**config.mk**
```make
export PLATFORM = sky130hd
export DESIGN_NAME = o_sa_drain_sched
export DESIGN_NICKNAME = d
export VERILOG_FILES = /design/src/rtl/sa_pkg.sv /design/src/rtl/o_sa_drain_sched_skew_line.sv /design/src/rtl/o_sa_drain_sched.sv
export SDC_FILE = /design/constraint.sdc
export NUM_CORES = 1
export LEC_CHECK = 0
export ABC_AREA = 1
export BUFFER_PORTS_ARGS = -buffer_cell sky130_fd_sc_hd__buf_2
export CAP_MARGIN = 10
export CORE_AREA = 5 5 42 44
export CTS_CLUSTER_DIAMETER = 100
export DETAILED_ROUTE_END_ITERATION = 12
export DIE_AREA = 0 0 47 49
export GPL_ROUTABILITY_DRIVEN = 1
export SLEW_MARGIN = 20
export SYNTH_ARGS = -nofsm -noshare
export SYNTH_HDL_FRONTEND = slang
export SYNTH_SLANG_ARGS = --single-unit
```
**constraint.sdc**
```tcl
create_clock -name i_clk -period 0.8 [get_ports i_clk]
set_input_delay 0.12 -clock i_clk [delete_from_list [all_inputs] [get_ports i_clk]]
set_output_delay 0.12 -clock i_clk [all_outputs]
set_load 0.02 [all_outputs]
```
**src/rtl/sa_pkg.sv**
```systemverilog
// rtl/sa_pkg.sv - shared types and helpers for the systolic-array drain scheduler
package sa_pkg;

    typedef enum logic {
        ST_IDLE = 1'b0,
        ST_RUN  = 1'b1
    } state_t;

    // Counter width: must hold the last RUN value LAT+COL+ROWS-2
    function automatic int calc_w_cnt(input int lat, input int col, input int rows);
        return $clog2(lat + col + rows);
    endfunction

endpackage

```
**src/rtl/o_sa_drain_sched_skew_line.sv**
```systemverilog
// rtl/o_sa_drain_sched_skew_line.sv - N-stage one-bit shift line, stage i lags the input by i+1 cycles
module sa_skew_line #(
    parameter int N = 3
) (
    input  logic         clk,
    input  logic         rst_n,
    input  logic         clr,
    input  logic         d,
    output logic [N-1:0] q
);

    generate
        if (N == 1) begin : g_single
            always_ff @(posedge clk or negedge rst_n) begin
                if (!rst_n) begin
                    q <= '0;
                end else if (clr) begin
                    q <= '0;
                end else begin
                    q <= d;
                end
            end
        end else begin : g_multi
            always_ff @(posedge clk or negedge rst_n) begin
                if (!rst_n) begin
                    q <= '0;
                end else if (clr) begin
                    q <= '0;
                end else begin
                    q <= {q[N-2:0], d};
                end
            end
        end
    endgenerate

endmodule

```
**src/rtl/o_sa_drain_sched.sv**
```systemverilog
// rtl/o_sa_drain_sched.sv - drain scheduler: latency wait, then column-skewed valid/last strobes
module o_sa_drain_sched
    import sa_pkg::*;
#(
    parameter int COL  = 3,
    parameter int ROWS = 3,
    parameter int LAT  = 2
) (
    input  logic           i_clk,
    input  logic           i_rst_n,
    input  logic           i_start,
    input  logic           i_abort,
    output logic [COL-1:0] o_col_valid,
    output logic [COL-1:0] o_col_last,
    output logic           o_busy,
    output logic           o_done
);

    localparam int W_CNT = calc_w_cnt(LAT, COL, ROWS);
    localparam int LAST  = LAT + COL + ROWS - 2;
    localparam int V0_LO = LAT;
    localparam int V0_HI = LAT + ROWS - 1;

    state_t           state;
    state_t           state_nxt;
    logic [W_CNT-1:0] cnt;
    logic [W_CNT-1:0] cnt_nxt;
    logic             busy_nxt;
    logic             done_nxt;
    logic             abort_run;
    logic             v0_nxt;
    logic             l0_nxt;
    logic             busy_q;
    logic             done_q;

    always_ff @(posedge i_clk or negedge i_rst_n) begin
        if (!i_rst_n) begin
            state  <= ST_IDLE;
            cnt    <= '0;
            busy_q <= 1'b0;
            done_q <= 1'b0;
        end else begin
            state  <= state_nxt;
            cnt    <= cnt_nxt;
            busy_q <= busy_nxt;
            done_q <= done_nxt;
        end
    end

    // Outputs are registered, so column-0 strobes are decoded from the next counter value
    always_comb begin
        state_nxt = state;
        cnt_nxt   = '0;
        done_nxt  = 1'b0;
        abort_run = 1'b0;
        case (state)
            ST_IDLE: begin
                if (i_start) begin
                    state_nxt = ST_RUN;
                end
            end
            ST_RUN: begin
                if (i_abort) begin
                    state_nxt = ST_IDLE;
                    abort_run = 1'b1;
                end else if (int'(cnt) == LAST) begin
                    state_nxt = ST_IDLE;
                    done_nxt  = 1'b1;
                end else begin
                    cnt_nxt = cnt + W_CNT'(1);
                end
            end
            default: state_nxt = ST_IDLE;
        endcase
        busy_nxt = (state_nxt == ST_RUN);
        v0_nxt   = busy_nxt && (int'(cnt_nxt) >= V0_LO) && (int'(cnt_nxt) <= V0_HI);
        l0_nxt   = busy_nxt && (int'(cnt_nxt) == V0_HI);
    end

    sa_skew_line #(.N(COL)) u_valid_line (
        .clk   (i_clk),
        .rst_n (i_rst_n),
        .clr   (abort_run),
        .d     (v0_nxt),
        .q     (o_col_valid)
    );

    sa_skew_line #(.N(COL)) u_last_line (
        .clk   (i_clk),
        .rst_n (i_rst_n),
        .clr   (abort_run),
        .d     (l0_nxt),
        .q     (o_col_last)
    );

    assign o_busy = busy_q;
    assign o_done = done_q;

endmodule
```
-- Word-level counts from Yosys, hierarchy flattened
Cells that the tools add are included.
- bits in registers: 11
- output and inout port bits: 8
- bitwise operators: 1
- reduce and logical (&&, ||, !) cells: 3
- equality and inequality tests: 2
- mux-type cells: 14
- $add $sub $neg: 1
- order comparisons: 2
- operators by type and width (cell ; count):
    $mux 3 ; 5
    $mux 1 ; 8
    $add 3x1->3 const B ; 1
    $eq 3x2->1 const B ; 1
    $eq 3x3->1 const B ; 1
    $ge 3x2->1 const B ; 1
    $le 3x3->1 const B ; 1
    $logic_and 1x1->1 ; 3
    $pmux 1 s2 ; 1
    $not 1->1 ; 1

-- Longest topological paths before layout
- word-level depth: 8
- depth in mapped cells: 4
- mapped depth without buffers: 4

-- Modules after synthesis
A second synthesis with hierarchy kept.
- cells, all modules: 49
- area total of the unflattened synthesis: 424.2 um^2
- by module, submodules not included (module ; area an instance (um^2) ; seq. area each (um^2) ; cells each ; times used):
    o_sa_drain_sched ; 229.0 ; 125.1 ; 31 ; 1
    sa_skew_line ; 97.6 ; 75.1 ; 9 ; 2

-- Worst setup path before layout
OpenSTA, ideal clock, no wires.
- path kind: register to register
- start point: reg o_busy (netlist name)
- end point: reg cnt[1]
- data arrival time: 0.818 ns
- setup slack: -0.087 ns
- data required time: 0.731 ns
- clock period less this slack: 0.887 ns
- path buffers: 0
- cell stages (with the launch flop): 5
- cells stage by stage: dfrtp_1 -> inv_2 -> nor2_2 -> nand2_1 -> nor2_2
- RTL lines (item ; RTL line ; RTL):
    end signal: assignment ; o_sa_drain_sched.sv:44 ; cnt <= cnt_nxt;
    end: declaration ; o_sa_drain_sched.sv:26 ; logic [W_CNT-1:0] cnt;

-- Worst setup path after layout
- start point: reg busy_q, in the netlist o_busy
- end point: out o_busy
- RTL lines (item ; RTL line ; RTL):
    start: declaration ; o_sa_drain_sched.sv:33 ; logic busy_q;
    start signal: assignment ; o_sa_drain_sched.sv:45 ; busy_q <= busy_nxt;
    end: declaration ; o_sa_drain_sched.sv:15 ; output logic o_busy,
No word-level cell between the ends.

==> metrics.md <==
| Metric | Value |
|---|---|
| Status | `finished, violations left` |
| Violations in the final reports | `negative setup slack` |
| Global-route congestion overflow total | `0` |
| Clock insertion delay at the later pin of the skew report | `0.26 ns` |
| Fraction of the core area covered by cells at the end of the flow | `45.3%` |
| Met2 track demand over resource | `9.95%` |
| Leak pwr | `0.311 nW` |
| DP Wirelength | `525 um` |
| Sequential cell area fraction in the yosys report | `between 60% and 70%` |
| Maximum vdd drop | `1420 uV` |
| Final clock skew | `between 0.0015 and 0.002 ns` |
| CP Data Arrival Time | `0.81 ns` |
| Worst min-delay path class | `in2reg` |
| Post-Syn Instances | `39` |
| Kind of end point of the critical path | `primary output` |
| Cell area after synthesis | `407 um^2` |
| CP top delay family | `flip-flops` |
| Number of I/O port buffers | `11` |
| Critical path start-end classification | `reg2out` |
| Max-slew headroom at the worst pin | `approximately 84%` |
| Post-placement setup slack | `-0.0349 ns` |
| Net count reported at finish | `63` |
| Width of the die | `47 um` |
| Smallest hold slack | `roughly 0.060 ns` |
| Mean instance size in the synthesized netlist | `about 10 um^2` |
| First-pass detailed-route iteration total | `4` |
| Number of slew-limit violations in the final report | `0` |
| Slew at the pin closest to its max-slew limit | `0.247 ns` |
| Setup violators final | `17` |
| Top cell type's share of synthesized area | `67.7%` |
| Time the worst path needs with I/O delays and setup | `0.935 ns` |
| Routed wirelength normalized by instance count | `10.6 um` |
| Power density relative to cell area | `about 1900 mW/mm^2` |
| Vias post-DR | `324` |
| Worst Slack Setup Final | `-0.135 ns` |
| Highest net fanout along the worst path | `2` |
| Data required time of the worst path | `slightly below 0.7 ns` |
| Fraction of layout instances using a drive strength above 1 | `48.3%` |
| Number of distinct standard cells referenced by the synthesized netlist | `11` |
| Dominant cell type by area after synthesis | `dfrtp_1` |
| Clock sink total | `11` |
| Gp weighted congestion | `0.751` |
| Die Area | `roughly 0.0023 mm^2` |
| CTS clk-pin slew, worst paths | `0.07 ns` |
| Global routing met3 resource utilization | `6.64%` |
| Antenna violations before repair | `0` |
| Root Buffer | `clkbuf_4` |
| Most utilized layer in the global route result | `met2` |
| Number of CTS-inserted buffers | `3` |
| CTS tree | `yes` |
| Max frequency | `1.07 GHz` |
| Final hold vios | `0` |
| Crit start category | `flop` |
| Maximum root-to-sink buffer count | `2` |
| Number of maximum-capacitance constraint violations | `0` |
| Crit path buf inv count | `1` |
| Total length of routed wires | `788 um` |
| Mean number of vias per cell | `4.38` |
| Met1 usage | `9.36%` |
| Final worst-path cycle share | `117%` |
| Count of unresolved DRC violations after routing | `0` |
| First DRT Iteration DRCs | `3` |
| Die boundary height | `49 um` |
| Unrepaired setup endpoints after global routing | `true` |
| Initial core utilization | `~29%` |
| Core area | `0.00140 mm^2` |
| Number of synthesized register bits | `11` |
| CP max stage cell | `dfrtp_2` |
| H-tree depth | `1` |
| Via count of the first global-routing pass | `277` |
| Net count after synthesis | `43` |
| Critical path, cell by cell | `buf_6` |
| Antenna cell count | `0` |
| Post-synthesis to final-layout area growth | `56.0%` |
| Slowest cell delay on critical path | `0.42 ns` |
| Antenna violation net count after detailed routing | `0` |
| Overall global routing resource usage | `7.56%` |
| Warning count from the yosys run | `0` |
| Number of top-level pins | `12` |
| Row count | `14` |
| Wire length of the first global-routing pass | `1.17 mm` |
| Power consumption | `1.19 mW` |
| Largest net degree at the start of global routing | `12` |
| Biggest area contributors in the synthesized netlist | `dfrtp_1 (68%), nand2_1 (8.3%), a21boi_0 (7.4%)` |
==> kinds of logic (layout without fill, tap and decap cells) <==
| group | Yosys count | in the layout | synth area share, % |
|---|---|---|---|
| simple gates | 18 | 18 | 19.1 |
| compound gates | 5 | 5 | 8.61 |
| buf+inv | 5 | 24 | 4.61 |
| flops | 11 | 11 | 67.7 |
==> synth_stat cells <==
library cell / number
a21boi_0: 4
a21oi_1: 1
dfrtp_1: 11
inv_1: 4
inv_2: 1
nand2_1: 9
nand2_2: 1
nand3_1: 1
nor2_1: 4
nor2_2: 2
nor3_1: 1
==> per-layer routing <==
| layer | part of all wire (%) | vias up | routed length [um] |
|---|---|---|---|
| met5 | 0 | - | 0 |
| li1 | - | 164 | - |
| met3 | 11 | 0 | 88 |
| met4 | 0 | 0 | 0 |
| met2 | 50 | 11 | 394 |
| met1 | 39 | 149 | 305 |
==> final cells by class <==
class	count	area, um^2
flip-flops and latches	11	277
fillers	133	767
well taps	16	20.0
multi-input cells	23	141
inverters	5	21.3
repair buffers	15	149
clock buffers	4	26.3
==> cells in the final DEF (no fill, tap or decap) <==
| cell | Yosys | final |
|---|---|---|
| nor3_1 | 1 | 1 |
| nand2_2 | 1 | 2 |
| nor2_2 | 2 | 2 |
| a21oi_1 | 1 | 1 |
| dlygate4sd3_1 | 0 | 1 |
| nor2_1 | 4 | 3 |
| nand2_1 | 9 | 7 |
| clkbuf_1 | 0 | 1 |
| a21boi_2 | 0 | 3 |
| buf_6 | 0 | 11 |
| dfrtp_1 | 11 | 10 |
| a21boi_1 | 0 | 1 |
| clkbuf_4 | 0 | 3 |
| nand2_4 | 0 | 1 |
| inv_4 | 0 | 1 |
| nand3_1 | 1 | 1 |
| nor2_4 | 0 | 1 |
| dfrtp_2 | 0 | 1 |
| buf_2 | 0 | 3 |
| inv_1 | 4 | 4 |
==> repair_timing <==
item                                   in CTS  in global routing
pin swaps                                   0                  4
gates resized for setup                    24                  8
cloned                                      0                  0
hold buffers                                1                  0
setup buffers                               1                  2
endpoints found under the hold margin      11                  0
setup endpoints to repair                  13                 18
==> sequential cells by signal, indices dropped and copies added, names as in the netlist <==
register        count
u_valid_line.q      3
o_busy              1
cnt                 3
u_last_line.q       3
o_done              1
==> path summary, 6_finish.rpt <==
kind	from	to	slack, ns	depth (start not counted)
setup / recovery	o_busy$_DFF_PN0_	o_busy	-0.13	1
hold / removal	i_start	o_busy$_DFF_PN0_	0.06	3
setup reg to reg	o_busy$_DFF_PN0_	cnt[0]$_DFF_PN0_	-0.09	5
hold reg to reg	cnt[0]$_DFF_PN0_	cnt[0]$_DFF_PN0_	0.48	1
max in group asynchronous	i_rst_n	o_busy$_DFF_PN0_	0.33	2
min in group asynchronous	i_rst_n	u_last_line.q[2]$_DFF_PN0_	0.26	2
==> metrics by stage <==
| stage | instance area (um^2) | TNS [ns] | cells |
|---|---|---|---|
| after detailed placement | 483 | -0.0460 | 66 |
| after global placement | 483 | -0.0258 | 66 |
| after floorplan | 408 | -0.0211 | 39 |
| after global routing | 634 | -2.01 | 74 |
| final | 634 | -1.33 | 74 |
| after CTS | 589 | -1.34 | 72 |
==> power breakdown <==
group	internal (mW)	switching, mW	total, mW
Combinational	0.105	0.118	0.223
Clock	0.193	0.180	0.373
Sequential	0.580	0.0190	0.599
Total	0.878	0.316	1.19
No activity file was read; power rests on OpenSTA's default activity.
